**src/rtl/mult_booth.sv**
```systemverilog
`default_nettype none
// ============================================================================
// Module   : mult_booth
// Purpose  : Sequential signed 32x32 multiplier using radix-4 Booth recoding
//            (16 steps). Returns product[31:0] and flags signed overflow of
//            the 32-bit result. Shares the divider's start/result/ready/
//            exception handshake so the multdiv wrapper can mux both units.
// Ports    : clock          - rising-edge clock
//            reset_n        - asynchronous active-low reset
//            data_operandA  - multiplicand (two's complement), sampled on start
//            data_operandB  - multiplier (two's complement), sampled on start
//            ctrl_MULT      - start strobe; restarts even while busy
//            data_result    - product[31:0], held until next completion
//            data_exception - product does not fit in signed 32 bits
//            data_resultRDY - one-cycle pulse when data_result becomes valid
// Config   : MULT_EARLY_TERM_EN - finish as soon as the remaining multiplier
//            bits are all-0 or all-1 (remaining Booth digits are zero).
// Revision : 1.0 - initial release
// ============================================================================
module mult_booth (
  input  logic        clock,
  input  logic        reset_n,
  input  logic [31:0] data_operandA,
  input  logic [31:0] data_operandB,
  input  logic        ctrl_MULT,
  output logic [31:0] data_result,
  output logic        data_exception,
  output logic        data_resultRDY
);

  typedef enum logic [1:0] {
    ST_IDLE = 2'd0,
    ST_BUSY = 2'd1,
    ST_DONE = 2'd2
  } state_t;

  localparam logic [3:0] c_LAST_STEP = 4'd15;

  state_t      r_st,     w_st_next;
  logic [63:0] r_m,      w_m_next;
  logic [32:0] r_q,      w_q_next;
  logic [63:0] r_p,      w_p_next;
  logic [3:0]  r_cnt,    w_cnt_next;
  logic [31:0] r_result, w_result_next;
  logic        r_exc,    w_exc_next;
  logic        r_rdy,    w_rdy_next;

  logic [63:0] w_addend;
  logic [63:0] w_m2;
  logic [63:0] w_p_step;
  logic [63:0] w_m_step;
  logic [32:0] w_q_step;
  logic        w_last;
  logic        w_ovf;

  // One Booth step: the digit is selected from Q[2:0], M carries the weight
  // 4^i, and Q is shifted arithmetically so the sign of B keeps feeding in.
  assign w_m2     = {r_m[62:0], 1'b0};
  assign w_p_step = r_p + w_addend;
  assign w_m_step = {r_m[61:0], 2'b00};
  assign w_q_step = {{2{r_q[32]}}, r_q[32:2]};

  always_comb begin
    w_addend = 64'd0;
    case (r_q[2:0])
      3'b001, 3'b010: w_addend = r_m;
      3'b011:         w_addend = w_m2;
      3'b100:         w_addend = ~w_m2 + 64'd1;
      3'b101, 3'b110: w_addend = ~r_m + 64'd1;
      default:        w_addend = 64'd0;
    endcase
  end

`ifdef MULT_EARLY_TERM_EN
  // Once the remaining multiplier bits are uniform every later digit is 0,
  // so the accumulator already holds the final product.
  assign w_last = (r_cnt == c_LAST_STEP) || (w_q_step == 33'd0) || (&w_q_step);
`else
  assign w_last = (r_cnt == c_LAST_STEP);
`endif

  // Result fits in signed 32 bits only if bits 63..31 are a pure sign extension.
  assign w_ovf = ~((&w_p_step[63:31]) | ~(|w_p_step[63:31]));

  always_comb begin
    w_st_next     = r_st;
    w_m_next      = r_m;
    w_q_next      = r_q;
    w_p_next      = r_p;
    w_cnt_next    = r_cnt;
    w_result_next = r_result;
    w_exc_next    = r_exc;
    w_rdy_next    = 1'b0;
    if (ctrl_MULT) begin
      // A start always wins, including over a step that would terminate.
      w_m_next   = {{32{data_operandA[31]}}, data_operandA};
      w_q_next   = {data_operandB, 1'b0};
      w_p_next   = 64'd0;
      w_cnt_next = 4'd0;
      w_st_next  = ST_BUSY;
    end else begin
      case (r_st)
        ST_BUSY: begin
          w_p_next   = w_p_step;
          w_m_next   = w_m_step;
          w_q_next   = w_q_step;
          w_cnt_next = r_cnt + 4'd1;
          if (w_last) begin
            w_st_next     = ST_DONE;
            w_result_next = w_p_step[31:0];
            w_exc_next    = w_ovf;
            w_rdy_next    = 1'b1;
          end
        end
        ST_DONE: w_st_next = ST_IDLE;
        default: w_st_next = r_st;
      endcase
    end
  end

  always_ff @(posedge clock or negedge reset_n) begin
    if (!reset_n) begin
      r_st     <= ST_IDLE;
      r_m      <= 64'd0;
      r_q      <= 33'd0;
      r_p      <= 64'd0;
      r_cnt    <= 4'd0;
      r_result <= 32'd0;
      r_exc    <= 1'b0;
      r_rdy    <= 1'b0;
    end else begin
      r_st     <= w_st_next;
      r_m      <= w_m_next;
      r_q      <= w_q_next;
      r_p      <= w_p_next;
      r_cnt    <= w_cnt_next;
      r_result <= w_result_next;
      r_exc    <= w_exc_next;
      r_rdy    <= w_rdy_next;
    end
  end

  assign data_result    = r_result;
  assign data_exception = r_exc;
  assign data_resultRDY = r_rdy;

endmodule
`default_nettype wire
```
**config.mk**
```make
export PLATFORM = sky130hd
export DESIGN_NAME = mult_booth
export DESIGN_NICKNAME = d
export VERILOG_FILES = /design/src/rtl/mult_booth.sv
export SDC_FILE = /design/constraint.sdc
export NUM_CORES = 1
export LEC_CHECK = 0
export ABC_CLOCK_PERIOD_IN_PS = 8000
export BUFFER_PORTS_ARGS = -buffer_cell sky130_fd_sc_hd__buf_2
export CAP_MARGIN = 10
export CORE_AREA = 2 2 202 204
export CTS_CLUSTER_DIAMETER = 120
export DETAILED_ROUTE_END_ITERATION = 16
export DIE_AREA = 0 0 204 206
export SYNTH_ARGS = -nofsm -noshare
export SYNTH_HDL_FRONTEND = slang
export SYNTH_SLANG_ARGS = --single-unit
```
**constraint.sdc**
```tcl
create_clock -name clock -period 8 [get_ports clock]
set_clock_uncertainty 0.05 [all_clocks]
set_input_delay 2.4 -clock clock [delete_from_list [all_inputs] [get_ports clock]]
set_output_delay 2.4 -clock clock [all_outputs]
set_load 0.01 [all_outputs]
```
=== After elaboration in Yosys (flattened, before gate mapping) ===
Index checks and enable logic that the tools add are counted.

* Bits in registers: 201
* Bits in latches: 0
* Memory bits (writable): 0
* ROM bits: 0
* Input port bits: 67
* Output and inout bits: 34
* Logic and storage cells: 52
* Memories kept: 0

* Add/subtract/negate cells: 4
* Multipliers: 0
* Div/mod/pow operators: 0
* Order comparisons: 0
* Eq/ne operators: 10
* Shifts and indexed selects: 0
* Muxes and demuxes: 15
* Bitwise logic cells: 6
* Reduce and logical (&&, ||, !) cells: 8

{| class="wikitable"
|+ Operators with widths
! cell !! count
|-
| 2-to-1 mux 64 bit || 4
|-
| one-hot mux 64 bit (4 select lines) || 1
|-
| adder 64 x 1 -> 64 bit, second input constant || 2
|-
| inverter 64 bit || 2
|-
| adder 64 bit || 1
|-
| 2-to-1 mux 33 bit || 1
|-
| AND reduction 33 bit || 1
|-
| OR reduction 33 bit || 1
|-
| 2-to-1 mux 32 bit || 1
|-
| equality test 3 bit, second input constant || 3
|-
| 2-to-1 mux 4 bit || 2
|-
| equality test 3 x 2 -> 1 bit, second input constant || 2
|-
| adder 4 x 1 -> 4 bit, second input constant || 1
|-
| equality test 4 bit, second input constant || 1
|-
| 2-to-1 mux 2 bit || 2
|-
| one-hot mux 2 bit (2 select lines) || 1
|-
| OR reduction 2 bit || 2
|-
| equality test 3 x 1 -> 1 bit, second input constant || 1
|-
| 2-to-1 mux 1 bit || 3
|-
| inequality test 3 bit, second input constant || 1
|-
| inverter 1 bit || 3
|-
| AND reduction 3 bit || 1
|-
| nonzero test 3 bit || 1
|-
| equality test 2 x 1 -> 1 bit, second input constant || 1
|-
| other kinds (4) || 4
|}

=== Logic depth before layout (Yosys ltp) ===
Gate-level depths: netlist of the first run.

* Depth in word-level cells: 8
* Mapped depth: 27
* Depth with buffers taken out: 25

=== Worst setup path after synthesis of the first run ===
No wires, ideal clock.

* Path kind: register -> register
* Start point: register r_m[0]
* End point: register r_exc, in the netlist data_exception
* Arrival time: 6287 ps
* Required time: 7821 ps
* Setup slack: 1534 ps
* Stages on the path, launching flop included: 26
* Buffers on the path: 3
* Clock period less this slack: 6466 ps
* Cells stage by stage: dfrtp_1 -> inv_1 -> ha_1 -> or4b_1 -> or3_1 -> clkbuf_1 -> or3_1 -> clkbuf_1 -> or3_1 -> nor4b_1 -> xor2_1 -> o22a_1 -> o21ai_0 -> ha_1 -> clkbuf_1 -> nand2_1 -> nor2_1 -> nand2_1 -> a2111oi_0 -> a21oi_1 -> o41ai_1 -> xnor2_1 -> nand4_1 -> or4_1 -> nor4b_1 -> nor3_2

* Longest elaborated chain between the ends: 8
* Elaborated cells on any way between the ends: 11

{| class="wikitable"
|+ Ends and longest elaborated chain
! what !! line !! source
|-
| from (decl) || 40 || <nowiki>logic [63:0] r_m, w_m_next;</nowiki>
|-
| from (signal assigned) || 133 || <nowiki>r_m <= w_m_next;</nowiki>
|-
| inverter 64 bit (on tied branches) || 69, 68 ||
|-
| adder 64 x 1 -> 64 bit (on tied branches) || 69, 68 ||
|-
| one-hot mux 64 bit (4 select lines) * || 65 || <nowiki>case (r_q[2:0])</nowiki>
|-
| adder 64 bit * || 59 || <nowiki>assign w_p_step = r_p + w_addend;</nowiki>
|-
| OR reduction 33 bit || 83 || <nowiki>assign w_ovf = ~((&w_p_step[63:31]) | ~(|w_p_step[63:31]));</nowiki>
|-
| inverter 1 bit || 83 ||
|-
| bitwise OR 1 bit * || 83 ||
|-
| inverter 1 bit * || 83 ||
|-
| to (signal assigned) || 138 || <nowiki>r_exc <= w_exc_next;</nowiki>
|-
| to (decl) || 45 || <nowiki>logic r_exc, w_exc_next;</nowiki>
|}

Mark *: on every way between the ends. The rest lies on a longest branch, timed or not.
A chain may end at the register's enable or synchronous reset.

=== Worst setup path in the final report of the first run ===
* Start point: register r_m[1]
* End point: register r_exc, in the netlist data_exception

Same word-level chain as after synthesis.

==> results of run 1 <==
-- per-layer routing --
layer  track usage  vias to the layer above  wire length, um
met5             0                        -                0
met4       0.09058                        0             1976
met3       0.02696                       99             2846
met2        0.4436                      524            26870
met1        0.3535                     7854            24690
li1              -                     7802                -
-- registers in the layout (all words and copies together) (netlist names) --
| register | cells |
|---|---|
| r_p | 64 |
| r_m | 64 |
| r_st | 2 |
| data_exception | 1 |
| data_resultRDY | 1 |
| data_result | 32 |
| r_cnt | 4 |
| r_q | 33 |
-- final timing paths --
kind | startpoint | to | slack, ns | cells after the start
max in group asynchronous | reset_n | r_q[25] | 4.70 | 2
min in group asynchronous | reset_n | r_p[53] | 1.74 | 1
hold / removal | data_result[24] | data_result[24] | 0.42 | 2
setup / recovery | r_m[1] | data_exception | 0.58 | 23
hold reg to reg | data_result[24] | data_result[24] | 0.42 | 2
setup reg to reg | r_m[1] | data_exception | 0.58 | 23
-- power by group --
part / switching [W] / internal, W / total [W]
Clock: 0.000481 / 0.000710 / 0.00119
Sequential: 0.000181 / 0.00120 / 0.00138
Combinational: 0.00176 / 0.000957 / 0.00271
-- metrics by stage --
step                instances  hold slack [ns]  worst slack [ns]  total power [W]
finish                   2716           0.4199            0.5812         0.005284
global route             2716           0.4457           0.05906         0.005618
CTS                      2711           0.4273            0.3548         0.005268
detailed placement       2668           0.4066            0.3882         0.004051
global placement         2668           0.4055            0.4473         0.004044
floorplan                2192           0.4024             1.534         0.003233
-- cell usage after synthesis, types with 10 or more instances --
cell | n | share of area
sky130_fd_sc_hd__a31oi_1 | 59 | 0.022
sky130_fd_sc_hd__o221ai_1 | 16 | 0.0085
sky130_fd_sc_hd__nand3_1 | 28 | 0.0085
sky130_fd_sc_hd__nor4_1 | 24 | 0.0091
sky130_fd_sc_hd__and3_1 | 10 | 0.0038
sky130_fd_sc_hd__nor2_1 | 149 | 0.034
sky130_fd_sc_hd__o22ai_1 | 15 | 0.0057
sky130_fd_sc_hd__a21oi_1 | 192 | 0.058
sky130_fd_sc_hd__inv_1 | 16 | 0.0036
sky130_fd_sc_hd__clkbuf_1 | 174 | 0.040
sky130_fd_sc_hd__nand2_1 | 471 | 0.11
sky130_fd_sc_hd__xnor2_1 | 81 | 0.043
sky130_fd_sc_hd__o21bai_1 | 14 | 0.0064
sky130_fd_sc_hd__or3_1 | 34 | 0.013
sky130_fd_sc_hd__xor2_1 | 49 | 0.026
sky130_fd_sc_hd__a221oi_1 | 26 | 0.014
sky130_fd_sc_hd__a22oi_1 | 20 | 0.0091
sky130_fd_sc_hd__or4_1 | 10 | 0.0046
sky130_fd_sc_hd__o21ai_0 | 159 | 0.048
sky130_fd_sc_hd__o211ai_1 | 14 | 0.0064
sky130_fd_sc_hd__nand4_1 | 40 | 0.015
sky130_fd_sc_hd__a21o_1 | 29 | 0.013
sky130_fd_sc_hd__nor3_1 | 39 | 0.012
sky130_fd_sc_hd__dfrtp_1 | 201 | 0.31
sky130_fd_sc_hd__a211oi_1 | 10 | 0.0046
sky130_fd_sc_hd__mux2i_1 | 76 | 0.046
sky130_fd_sc_hd__and2_1 | 10 | 0.0038
sky130_fd_sc_hd__nand2b_1 | 13 | 0.0049
sky130_fd_sc_hd__ha_1 | 65 | 0.049
sky130_fd_sc_hd__buf_1 | 16 | 0.0036
-- layout make-up --
| class | instances | share of cell area |
|---|---|---|
| tap | 532 | 0.03669 |
| clock inverter | 10 | 0.008139 |
| inverter | 18 | 0.003724 |
| timing repair buffer | 146 | 0.04738 |
| clock buffer | 33 | 0.03835 |
| sequential | 201 | 0.2775 |
| multi-input combinational | 1776 | 0.5882 |
-- tightest hold or removal path: cells and delay by family (launching register included) --
kind	cells	cell delay (ns)
and+or+nand+nor	2	0.10
DFF	1	0.34
-- kinds of logic after synthesis --
family / share of synthesized area
and+or+nand+nor: 0.2381
AOI/OAI and AO/OA: 0.2366
buffers and inverters: 0.05023
DFF: 0.3051
xor gates and xnor gates: 0.07057
muxes: 0.04887
adders and majority gates: 0.05054
-- what timing repair did --
item                       CTS  global route
gates resized for setup      0             3
hold endpoints to repair     0             0
hold buffers                 0             0
setup buffers                0             4
setup endpoints to repair    0             1
==> results.md, run 1 <==
Run status:
- The run finished with clean final reports.

STA:
- The final period demand of the worst path is 7.419 ns.
- The fraction of the cycle the final worst path needs is 0.9274.
- The sum of negative setup slack is 0 ns.
- The max-slew violation count came to 0.
- The normalized max-slew margin is 0.1258.
- The total of endpoints with negative setup slack in the final report is 0.
- The pin slew with the least headroom to its limit is 1.295 ns.
- The final hold violation count is 0.
- The maximum clock frequency is 134.8 MHz.
- Setup repair after global routing left no endpoint under its margin.

CTS:
- Counting the buffers created by CTS gives 25.
- CTS built an H-tree with a depth of 1.
- The clock tree from TritonCTS is done.
- The clock tree root buffer cell is sky130_fd_sc_hd__clkbuf_16.
- After clock tree synthesis, the clock-pin slew on the worst setup and hold paths is 0.07 ns.
- No sink is reached through more buffers than the 3 on the longest clock path.
- The insertion delay of the later-clocked pin in the worst-skew pair is 0.56 ns.
- The clock sink count is 201.

Placed design:
- The post-detailed-placement half-perimeter wirelength is 41520 um.
- The count of buffers inserted at the top-level ports is 100.
- Once placement finished, the instance area stood at 17250 sq um.
- The last weighted congestion value of the routability-driven placer is 0.9728.

Cells and area:
- The library cell used most frequently in the layout, excluding fill and tap cells, is sky130_fd_sc_hd__nand2_1.
- The register area is 5034 sq um.
- The final instance area is 18140 sq um.
- The number of nets in the finished design is 2301.
- The area taken by multi-input logic gates is 10670 sq um.
- The number of antenna diodes in the final layout is 0.
- For this run, the share of the core covered by cells in the final layout is 0.4515.
- The filler cells instantiated in the layout total 4190.
- The post-synthesis to final-layout area growth is 10.02%.
- The proportion of layout cells with a drive suffix above 1 is 0.1035.
- In the layout the commonest cells are 471 x sky130_fd_sc_hd__nand2_1, 198 x sky130_fd_sc_hd__dfrtp_1, 192 x sky130_fd_sc_hd__a21oi_1.

Synth:
- The most used flip-flop cell after synthesis is sky130_fd_sc_hd__dfrtp_1.
- Yosys mapped the design onto 81 distinct sky130hd cell types.
- When the netlist entered floorplanning its net count stood at 2325.
- The total number of yosys warnings is 0.
- After synthesis the netlist holds a flip-flop and latch count of 201.
- After synthesis, the share of flip-flops with an asynchronous set or reset is 1.000.
- The part of the Yosys area used for sequential elements is 0.3051.
- The per-instance average area after synthesis is 7.522 sq um.
- The netlist area before placement is 16490 sq um.
- The synthesized design contains 0 enable-type register cells.
- The synthesized instance count is 2192.

Worst setup path:
- Together, buffers and inverters on the worst path number 2.
- The sort of element at the start of the critical path is a flip-flop.
- For the worst setup path, the data required time is 8.38 ns.
- The cell class contributing the biggest share of worst-path delay is simple AND/OR/NAND/NOR gates.
- In this design, the critical path's most frequently occurring cell is sky130_fd_sc_hd__or3_1.
- The worst setup path is of the flip-flop to flip-flop kind.
- The critical path capture point type is a flip-flop.
- Among all stages on the critical path, the largest delay is contributed by sky130_fd_sc_hd__o41ai_1.
- Walking the worst path, the cells encountered are inv_1, ha_1, or4b_1, or3_1, or3_1, or3_1, nor4b_1, xor2_1, o22a_1, o21ai_0, ha_1, nand2_1, nor2_1, nand2_1, a2111oi_0, buf_4, a21oi_1, o41ai_1, xnor2_2, nand4_1, or4_1, nor4b_1, nor3_2.
- The highest cell delay on the worst timing path is 0.56 ns.
- The data arrival time of the critical path is 7.80 ns.
- The maximum fanout encountered on the critical timing path is 8.

GRT:
- Global routing finished with a remaining overflow of 0.
- The initial antenna violation count was 0.
- The first global-routing pass estimated 87360 um of wire.
- The pin count of the biggest net entering global routing is 92.
- The number of global-route vias before repair is 15150.
- Across every metal layer, demand over resource in global routing totals 0.2636.

Die:
- The die outline width is 204 um.
- The die is 206 um tall.
- The number of top-level pins is 101.
- The region available for standard cell placement spans 40180 sq um.
- For this configuration, the core starts out at a cell density of 0.4103.
- The floorplan row count is 74.
- The die footprint is 42020 sq um.

Routing:
- The number of nets still failing antenna checks after routing is 0.
- The routed length per instance is 20.76 um.
- The routed design has 56380 um of wire.
- The detailed-router iteration count before antenna repair is 6.
- Detailed routing inserted a total of 16280 vias.
- After detailed routing, the number of vias per cell comes to 5.994.
- For this run, design rule violations remaining after detail routing come to 0.
- The number of DRC markers after the initial detailed-route iteration is 1234.

Power and ir drop:
- The cell area power density is 291.3 nW/um^2.
- Across the VDD grid, the largest voltage drop is 0.0001683 V.
- The analysis attributes to cell leakage a power of 7.944 nW.

Job:
- The reported max-cap violation count is 0.

Worst hold path:
- The tightest min-delay check is of the flip-flop to flip-flop type.
Note: power is estimated with default switching activity, not from simulation.
==> inputs of run 2 (changes only) <==
--- a/config.mk
+++ b/config.mk
@@ -6,12 +6,12 @@
 export NUM_CORES = 1
 export LEC_CHECK = 0
 export ABC_CLOCK_PERIOD_IN_PS = 8000
-export BUFFER_PORTS_ARGS = -buffer_cell sky130_fd_sc_hd__buf_2
 export CAP_MARGIN = 10
 export CORE_AREA = 2 2 202 204
 export CTS_CLUSTER_DIAMETER = 120
 export DETAILED_ROUTE_END_ITERATION = 16
 export DIE_AREA = 0 0 204 206
+export DONT_BUFFER_PORTS = 1
 export SYNTH_ARGS = -nofsm -noshare
 export SYNTH_HDL_FRONTEND = slang
 export SYNTH_SLANG_ARGS = --single-unit
==> constraint.sdc (replaced) <==
create_clock -name clock -period 8 [get_ports clock]
set_clock_uncertainty 0.05 [all_clocks]
set_input_delay 0.8 -clock clock [delete_from_list [all_inputs] [get_ports clock]]
set_output_delay 0.8 -clock clock [all_outputs]
set_load 0.01 [all_outputs]
==> results.md, run 2 (synthesis gave the netlist of run 1 again) <==
CTS:
- The clock tree from TritonCTS is done.
- The insertion delay of the later-clocked pin in the worst-skew pair is 0.57 ns (about the same).
- The count of H-tree levels built during CTS came to 1 (unchanged).
- The clock-pin slew reported for the worst setup and hold paths after clock tree synthesis is 0.06 ns (about the same).
- The clock sink count is 201 (unchanged).
- The clock tree root buffer cell is sky130_fd_sc_hd__clkbuf_16.
- The number of CTS-inserted buffers is 25 (unchanged).
- The number of setup buffers added after CTS is 0 (unchanged).
- The maximum count of clock buffers along a single path is 3 (unchanged).

Die:
- The die outline height came to 206 um (unchanged).
- The area of the placeable core is 40180 sq um (unchanged).
- The die footprint is 42020 sq um (unchanged).
- The effective utilization at floorplan was 0.4103 (unchanged).
- The number of top-level pins is 101 (unchanged).
- The die outline width is 204 um (unchanged).
- The floorplan row count is 74 (unchanged).

GRT:
- The pin count of the biggest net entering global routing is 202 (+120%).
- The remaining global-route overflow came to 0 (unchanged).
- The initial antenna violation count is 1 (+1).
- The total track usage is 0.2533 (-0.01031).
- The number of global-route vias before repair is 14840 (-2.0%).
- The global-route wire length before repair is 84730 um (-3.0%).

Power and ir drop:
- The internal power consumption is 0.002911 W (+1.6%).
- The cell area power density is 300.3 nW/um^2 (+3.1%).
- The cell leakage power came to 7.462 nW (-6.1%).
- The clock network fraction of design power is 0.241 (+0.016).
- The sequential group share of total power was 0.264 (+0.003).
- The worst-case vdd ir drop was 0.0002673 V (+59%).
- The proportion of power drawn by combinational gates is 0.495 (-0.018).
- The total power consumption of the routed design is 0.005290 W (+0.12%).
- The switching power is 0.002379 W (-1.6%).
- The switching fraction of total power is 0.4497 (-0.007973).

Placed design:
- The last weighted congestion value of the routability-driven placer was 0.9536 (-2.0%).
- The post-detailed-placement half-perimeter wirelength is 39380 um (-5.2%).
- The count of buffers inserted at the top-level ports came to 0 (-100%).

Worst setup path:
- The reg2reg setup slack is 0.48 ns (-0.10 ns).
- The data arrival time of the critical path was 7.91 ns (+0.11 ns).
- The highest cell delay on the worst timing path came to 0.55 ns (about the same).
- The maximum fanout encountered on the critical timing path was 8 (unchanged).
- The data required time of the worst path came to 8.40 ns (+0.02 ns).
- The slowest cell on the critical path is sky130_fd_sc_hd__or4b_1.
- The worst reg2reg path endpoint is data_exception.
- The worst register-to-register path begins at r_m[0].
- The classification of the worst setup path is flip-flop to flip-flop.
- The sort of element at the start of the critical path is a flip-flop.
- The depth of the most critical reg-to-reg path was 24 (+4.3%).
- Traced cell by cell, the critical path runs through inv_1, ha_1, or4b_1, or3_1, nor2_1, nand3b_1, nor2_2, nand2_1, or2_2, xor2_1, a21oi_1, o221ai_1, ha_1, a211oi_1, o21ai_0, a41oi_1, o211ai_1, a21oi_1, o41ai_1, xnor2_1, nand4_1, or4_1, nor4b_1, nor3_2.
- The critical path capture point type is a flip-flop.

STA:
- The total of endpoints with negative setup slack in the final report came to 0 (unchanged).
- The maximum clock frequency came to 133.0 MHz (-1.3%).
- The sum of negative setup slack is 0 ns (unchanged).
- The pin slew with the least headroom to its limit was 1.427 ns (+0.1323 ns).
- The final hold violation count is 0 (unchanged).
- Setup repair after global routing left no endpoint under its margin.
- The fraction of the cycle the final worst path needs is 0.9395 (+0.01216).
- The max-slew violation count came to 0 (unchanged).
- The final period demand of the worst path is 7.516 ns (+0.09729 ns).
- The normalized max-slew margin is 0.04860 (-0.07723).

Routing:
- The detailed-route vias per instance came to 6.100 (+1.8%).
- The wire length after detailed routing is 53990 um (-4.3%).
- The number of remaining DRC errors came to 0 (unchanged).
- The routed length per instance is 20.72 um (-0.17%).
- The number of nets still failing antenna checks after routing came to 0 (unchanged).
- The total vias in the final route is 15890 (-2.4%).
- The number of DRC markers after the initial detailed-route iteration is 1257 (+1.9%).
- The detailed-router iteration count before antenna repair was 5 (-1).

Cells and area:
- The number of antenna cells inserted is 0 (unchanged).
- The final-layout fill cell count is 4134 (-1.3%).
- In the layout the commonest cells are 471 x sky130_fd_sc_hd__nand2_1, 198 x sky130_fd_sc_hd__dfrtp_1, 192 x sky130_fd_sc_hd__a21oi_1.
- The number of nets in the finished design is 2187 (-5.0%).
- The largest registers in the layout are r_m x64, r_p x64, r_q x33.
- The proportion of layout cells with a drive suffix above 1 is 0.05596 (-0.04752).
- The register area was 5034 sq um (unchanged).
- The post-synthesis to final-layout area growth is 6.860%.
- The final core utilization is 0.4385 (-0.01298).
- The area taken by multi-input logic gates is 10670 sq um (about the same).
- The most frequent standard cell in the layout excluding fill and tap cells is sky130_fd_sc_hd__nand2_1.

Run status:
- The run finished with clean final reports.

Worst hold path:
- The type of the tightest min-delay check is input port to asynchronous set/reset pin.

Job:
- The reported max-cap violation count was 0 (unchanged).
## run 2: per-layer routing
layer	routed length, um	global-route usage	part of all wire	up-vias
met5	0	0	0	-
met4	2224	0.1048	0.041	0
met3	2884	0.03138	0.053	96
met2	25070	0.4133	0.46	464
met1	23810	0.3401	0.44	7752
li1	-	-	-	7578
## run 2: repair_timing
item	in CTS	in global routing
gates resized for setup	0	3
hold endpoints to repair	201	0
setup endpoints to repair	0	1
hold buffers	1	0
## run 2: worst max-delay path, delay by kind of cell, from the launching register on
| family | cells | cell delay [ns] |
|---|---|---|
| compound gates | 8 | 1.90 |
| xor+xnor | 2 | 0.54 |
| simple gates | 11 | 3.70 |
| flops | 1 | 0.41 |
| fa+ha+maj | 2 | 0.67 |
| buf+inv | 1 | 0.12 |
## run 2: worst max path at each step
| stage | startpoint | slack, ns | to | cells past startpoint |
|---|---|---|---|---|
| after floorplan | r_m[0] | 1.53 | data_exception | 25 |
| after global placement | r_m[18] | 0.72 | data_exception | 24 |
| after detailed placement | r_m[1] | 0.53 | data_exception | 24 |
| after CTS | r_m[0] | 0.51 | data_exception | 24 |
| after global routing | r_m[0] | 0.006 | data_exception | 25 |
| final | r_m[0] | 0.48 | data_exception | 24 |
## run 2: final cells by class
class	instances	area share
multi-input combinational	1776	0.6057
sequential	201	0.2857
tap	532	0.03778
clock buffer	27	0.03593
clock inverter	19	0.01626
timing repair buffer	32	0.01477
inverter	18	0.003835
## run 2: per-stage QoR
stage,std cells,cell area [sq um],worst slack (ns),hold slack [ns]
after detailed placement,2558,16650,0.5253,0.4322
after global placement,2558,16650,0.7239,0.4293
final,2605,17620,0.4839,0.07296
after floorplan,2192,16490,1.534,0.4024
after global routing,2605,17620,0.005573,0.2544
after CTS,2605,17600,0.5126,0.2451
## run 2: power groups by stage
stage	clock network (W)	logic, W	registers (W)
4_1_cts	0.00130	0.00258	0.00139
5_1_grt	0.00135	0.00289	0.00142
3_3_place_gp	0	0.00253	0.00141
2_1_floorplan	0	0.00194	0.00130
6_report	0.00128	0.00262	0.00140
3_5_place_dp	0	0.00255	0.00141
==> inputs of run 3 (changes only) <==
--- a/config.mk
+++ b/config.mk
@@ -5,12 +5,13 @@
 export SDC_FILE = /design/constraint.sdc
 export NUM_CORES = 1
 export LEC_CHECK = 0
-export ABC_CLOCK_PERIOD_IN_PS = 8000
+export ABC_AREA = 1
+export ABC_CLOCK_PERIOD_IN_PS = 9100
 export CAP_MARGIN = 10
-export CORE_AREA = 2 2 202 204
+export CORE_AREA = 2 2 205 207
 export CTS_CLUSTER_DIAMETER = 120
 export DETAILED_ROUTE_END_ITERATION = 16
-export DIE_AREA = 0 0 204 206
+export DIE_AREA = 0 0 207 209
 export DONT_BUFFER_PORTS = 1
 export SYNTH_ARGS = -nofsm -noshare
 export SYNTH_HDL_FRONTEND = slang
==> constraint.sdc (replaced) <==
create_clock -name clock -period 9.1 [get_ports clock]
set_clock_uncertainty 0.05 [all_clocks]
set_input_delay 0.91 -clock clock [delete_from_list [all_inputs] [get_ports clock]]
set_output_delay 0.91 -clock clock [all_outputs]
set_load 0.01 [all_outputs]
==> results.md, run 3 <==
Die:
- The die outline width is 207 um (+1.5%).
- The effective utilization at floorplan was 0.4145 (+0.004220).
- The die footprint is 43260 sq um (+2.9%).
- The area of the placeable core is 41290 sq um (+2.8%).
- The die outline height was 209 um (+1.5%).
- The floorplan row count is 75 (+1.4%).
- The number of top-level pins is 101 (unchanged).

GRT:
- The routing usage on met1 was 0.3986 (+0.05851).
- In this run the most used layer during global routing was met2.
- The remaining global-route overflow is 0 (unchanged).
- The global-route wire length before repair came to 95160 um (+12%).
- The global-route track usage on met2 is 0.4360 (+0.02271).
- The number of global-route vias before repair was 16650 (+12%).
- The initial antenna violation count is 0 (-1).
- The pin count of the biggest net entering global routing is 202 (unchanged).
- The total track usage was 0.2789 (+0.02566).
- The global-route track usage on met3 came to 0.03487 (+0.003488).

Cells and area:
- The library cells used most frequently in the layout, excluding fill and tap cells, are 1015 x sky130_fd_sc_hd__nand2_1, 487 x sky130_fd_sc_hd__inv_1, 201 x sky130_fd_sc_hd__dfrtp_1.
- The final-layout fill cell count is 4458 (+7.8%).
- The area taken by multi-input logic gates is 9941 sq um (-6.9%).
- The most frequent standard cell in the layout excluding fill and tap cells is sky130_fd_sc_hd__nand2_1.
- The number of antenna cells inserted is 0 (unchanged).
- The proportion of layout cells with a drive suffix above 1 was 0.04297 (-0.01299).
- Compared with the post-synthesis result, the final layout area differs by 8.516%.
- In the final layout, the registers with the most flip-flops are r_m x64, r_p x64, r_q x33.
- The number of nets in the finished design is 2836 (+30%).
- The register area is 5030 sq um (about the same).

Routing:
- The wire length after detailed routing came to 60930 um (+13%).
- The number of DRC markers after the initial detailed-route iteration came to 1828 (+45%).
- The number of remaining DRC errors is 0 (unchanged).
- The detailed-router iteration count before antenna repair is 5 (unchanged).
- The routed length per instance is 18.68 um (-9.9%).
- The detailed-route vias per instance is 5.439 (-11%).
- The total vias in the final route came to 17740 (+12%).
- The number of nets still failing antenna checks after routing is 0 (unchanged).

STA:
- The final hold violation count is 0 (unchanged).
- The pin slew with the least headroom to its limit came to 1.202 ns (-0.2251 ns).
- The normalized max-slew margin is 0.1967 (+0.1481).
- The maximum clock frequency is 178.8 MHz (+34%).
- The total of endpoints with negative setup slack in the final report is 0 (unchanged).
- The max-slew violation count is 0 (unchanged).
- The sum of negative setup slack is 0 ns (unchanged).
- Setup repair after global routing left no endpoint under its margin.
- The fraction of the cycle the final worst path needs is 0.6146 (-0.3249).
- The final period demand of the worst path is 5.593 ns (-1.923 ns).
- The final worst setup slack is 3.507 ns (+3.023 ns).

Worst setup path:
- The maximum fanout encountered on the critical timing path is 45 (+37).
- The most critical setup path has its startpoint at r_q[1].
- The cell class contributing the biggest share of worst-path delay is simple AND/OR/NAND/NOR gates.
- The worst reg2reg path endpoint is data_exception.
- STA classifies the critical path startpoint as a flip-flop.
- The slowest stage of the critical path is the sky130_fd_sc_hd__buf_4 cell.
- The count of buffer and inverter cells on the critical path is 3 (+2).
- The critical path capture point type is a flip-flop.
- The cell that appears most often on the critical path is sky130_fd_sc_hd__nand2_1.
- The highest cell delay on the worst timing path is 0.51 ns (-0.04 ns).
- The reg2reg setup slack is 3.51 ns (+3.02 ns).
- The depth of the most critical reg-to-reg path is 28 (+17%).
- The startpoint identified for the worst register-to-register timing path is r_q[1].
- The data required time of the worst path was 9.53 ns (+1.13 ns).
- The data arrival time of the critical path is 6.02 ns (-1.89 ns).
- The classification of the worst setup path is flip-flop to flip-flop.

Synth:
- The synthesized instance count was 2736 (+25%).
- The netlist area before placement is 17120 sq um (+3.8%).
- The share of synthesized flip-flops with an asynchronous set or reset is 1.000 (unchanged).
- The number of synthesized flops with an enable pin was 0 (unchanged).
- Sorting the synthesized cells by area gives the leading types as sky130_fd_sc_hd__dfrtp_1 29%, sky130_fd_sc_hd__nand2_1 22%, sky130_fd_sc_hd__inv_1 11%, sky130_fd_sc_hd__ha_1 4.8%, sky130_fd_sc_hd__nand3_1 4.1%.
- The most used flip-flop cell after synthesis is sky130_fd_sc_hd__dfrtp_1.
- The part of the Yosys area used for sequential elements is 0.2939 (-0.01119).
- The total nets after synthesis was 2869 (+23%).
- The number of unique standard cell types used by synthesis is 49 (-40%).
- The area fraction of the dominant cell type after synthesis is 0.2939 (-0.01119).
- sky130_fd_sc_hd__nand2_1 is the most common cell in the netlist.
- The synthesized design spends more area on one cell type than any other, namely sky130_fd_sc_hd__dfrtp_1.
- After synthesis, the most frequently instantiated cells are 1015 x sky130_fd_sc_hd__nand2_1, 488 x sky130_fd_sc_hd__inv_1, 201 x sky130_fd_sc_hd__dfrtp_1.
- The per-instance average area after synthesis is 6.256 sq um (-17%).
- The total number of yosys warnings is 0 (unchanged).
- The number of synthesized register bits is 201 (unchanged).

Power and ir drop:
- The clock network fraction of design power is 0.236 (-0.005).
- The cell area power density is 259.1 nW/um^2 (-14%).
- The sequential group share of total power is 0.250 (-0.014).
- The switching power is 0.002342 W (-1.5%).
- The internal power consumption came to 0.002470 W (-15%).
- The switching fraction of total power is 0.4867 (+0.03707).
- The worst-case vdd ir drop was 0.0001627 V (-39%).
- The proportion of power drawn by combinational gates came to 0.514 (+0.019).
- The total power consumption of the routed design came to 0.004812 W (-9.0%).
- The cell leakage power is 9.881 nW (+32%).

CTS:
- The count of H-tree levels built during CTS is 1 (unchanged).
- The clock tree root buffer cell is sky130_fd_sc_hd__clkbuf_16.
- The clock tree from TritonCTS is done.
- The number of CTS-inserted buffers is 26 (+4.0%).
- The maximum count of clock buffers along a single path is 3 (unchanged).
- The number of setup buffers added after CTS is 0 (unchanged).
- The clock sink count is 201 (unchanged).
- The clock-pin slew reported for the worst setup and hold paths after clock tree synthesis is 0.06 ns (about the same).
- The insertion delay of the later-clocked pin in the worst-skew pair is 0.59 ns (+0.02 ns).
- The post-cts repair resize count was 0 (unchanged).

Job:
- The reported max-cap violation count was 0 (unchanged).

Run status:
- The flow ran to the end, and the final reports show no timing, DRC or antenna violations.

Worst hold path:
- The worst hold path belongs to the class input port to asynchronous set/reset pin.

Placed design:
- The post-detailed-placement half-perimeter wirelength is 47540 um (+21%).
- The count of buffers inserted at the top-level ports was 0 (unchanged).
- The worst slack at placement is 3.702 ns (+3.177 ns).
- The last weighted congestion value of the routability-driven placer is 1.079 (+13%).
run 3: cell count changes in the layout (fill, tap and decap cells not counted), moves of 21 or more:
cell | before | now
sky130_fd_sc_hd__o21ai_0 | 159 | 119
sky130_fd_sc_hd__xor2_1 | 48 | 69
sky130_fd_sc_hd__a21oi_1 | 192 | 71
sky130_fd_sc_hd__nand3_1 | 28 | 141
sky130_fd_sc_hd__inv_1 | 16 | 487
sky130_fd_sc_hd__o221ai_1 | 16 | 80
sky130_fd_sc_hd__or3_1 | 34 | 1
sky130_fd_sc_hd__nand2_1 | 471 | 1015
sky130_fd_sc_hd__mux2i_1 | 76 | 0
sky130_fd_sc_hd__xnor2_1 | 81 | 1
sky130_fd_sc_hd__nor2_1 | 147 | 182
sky130_fd_sc_hd__a31oi_1 | 59 | 2
sky130_fd_sc_hd__a21o_1 | 29 | 3
run 3: worst max path at each step:
| stage | depth (start not counted) | slack, ns | to |
|---|---|---|---|
| floorplan | 38 | 5.21 | data_exception |
| global placement | 28 | 3.71 | data_exception |
| detailed placement | 26 | 3.70 | data_exception |
| CTS | 26 | 3.67 | data_exception |
| global route | 26 | 3.16 | data_exception |
| finish | 28 | 3.51 | data_exception |
run 3: cells by family (layout without fill, tap and decap cells):
group / count (synthesis) / in the layout / synth area share
flops: 201 / 201 / 0.2939
fa+ha+maj: 66 / 66 / 0.04868
simple gates: 1458 / 1458 / 0.3545
buf+inv: 574 / 561 / 0.1268
compound gates: 367 / 367 / 0.1404
xor+xnor: 70 / 70 / 0.03582
run 3: routing by layer:
layer,part of all wire,wire length [um],vias to the layer above
met1,0.46,28170,8357
li1,-,-,8639
met2,0.43,26490,639
met5,0,0,-
met4,0.037,2241,0
met3,0.066,4033,106
run 3: timing repair:
action	in CTS	in global routing
endpoints found under the setup margin	0	0
hold endpoints to repair	201	0
hold buffers	1	0
run 3: worst register-to-register path: cells and delay by family, from the launching register on:
kind / cells / cell delay (ns)
AOI/OAI and AO/OA: 3 / 0.54
adders and majority gates: 1 / 0.44
buffers and inverters: 3 / 1.05
DFF: 1 / 0.39
and+or+nand+nor: 21 / 3.02
run 3: cell type report:
type	count	share of cell area
Tap cell	539	0.03631
Sequential cell	201	0.2708
Timing Repair Buffer	12	0.005928
Multi-Input combinational cell	1961	0.5352
Clock inverter	15	0.01186
Clock buffer	33	0.03860
Inverter	501	0.1013
run 3: power by group through the flow:
| stage | combinational [W] | clock, W | sequential, W |
|---|---|---|---|
| after global placement | 0.00237 | 0 | 0.00121 |
| after floorplan | 0.00170 | 0 | 0.00117 |
| after global routing | 0.00276 | 0.00120 | 0.00122 |
| final | 0.00247 | 0.00114 | 0.00120 |
| after detailed placement | 0.00239 | 0 | 0.00121 |
| after CTS | 0.00242 | 0.00116 | 0.00120 |
run 3: through the flow:
step	util	hold slack, ns	cells	cell area, sq um
floorplan	-	0.3837	2736	17120
global route	0.4498	0.3913	3262	18570
global placement	0.4265	0.4088	3213	17610
CTS	0.4498	0.3677	3262	18570
finish	0.4498	0.2107	3262	18570
detailed placement	0.4265	0.4267	3213	17610
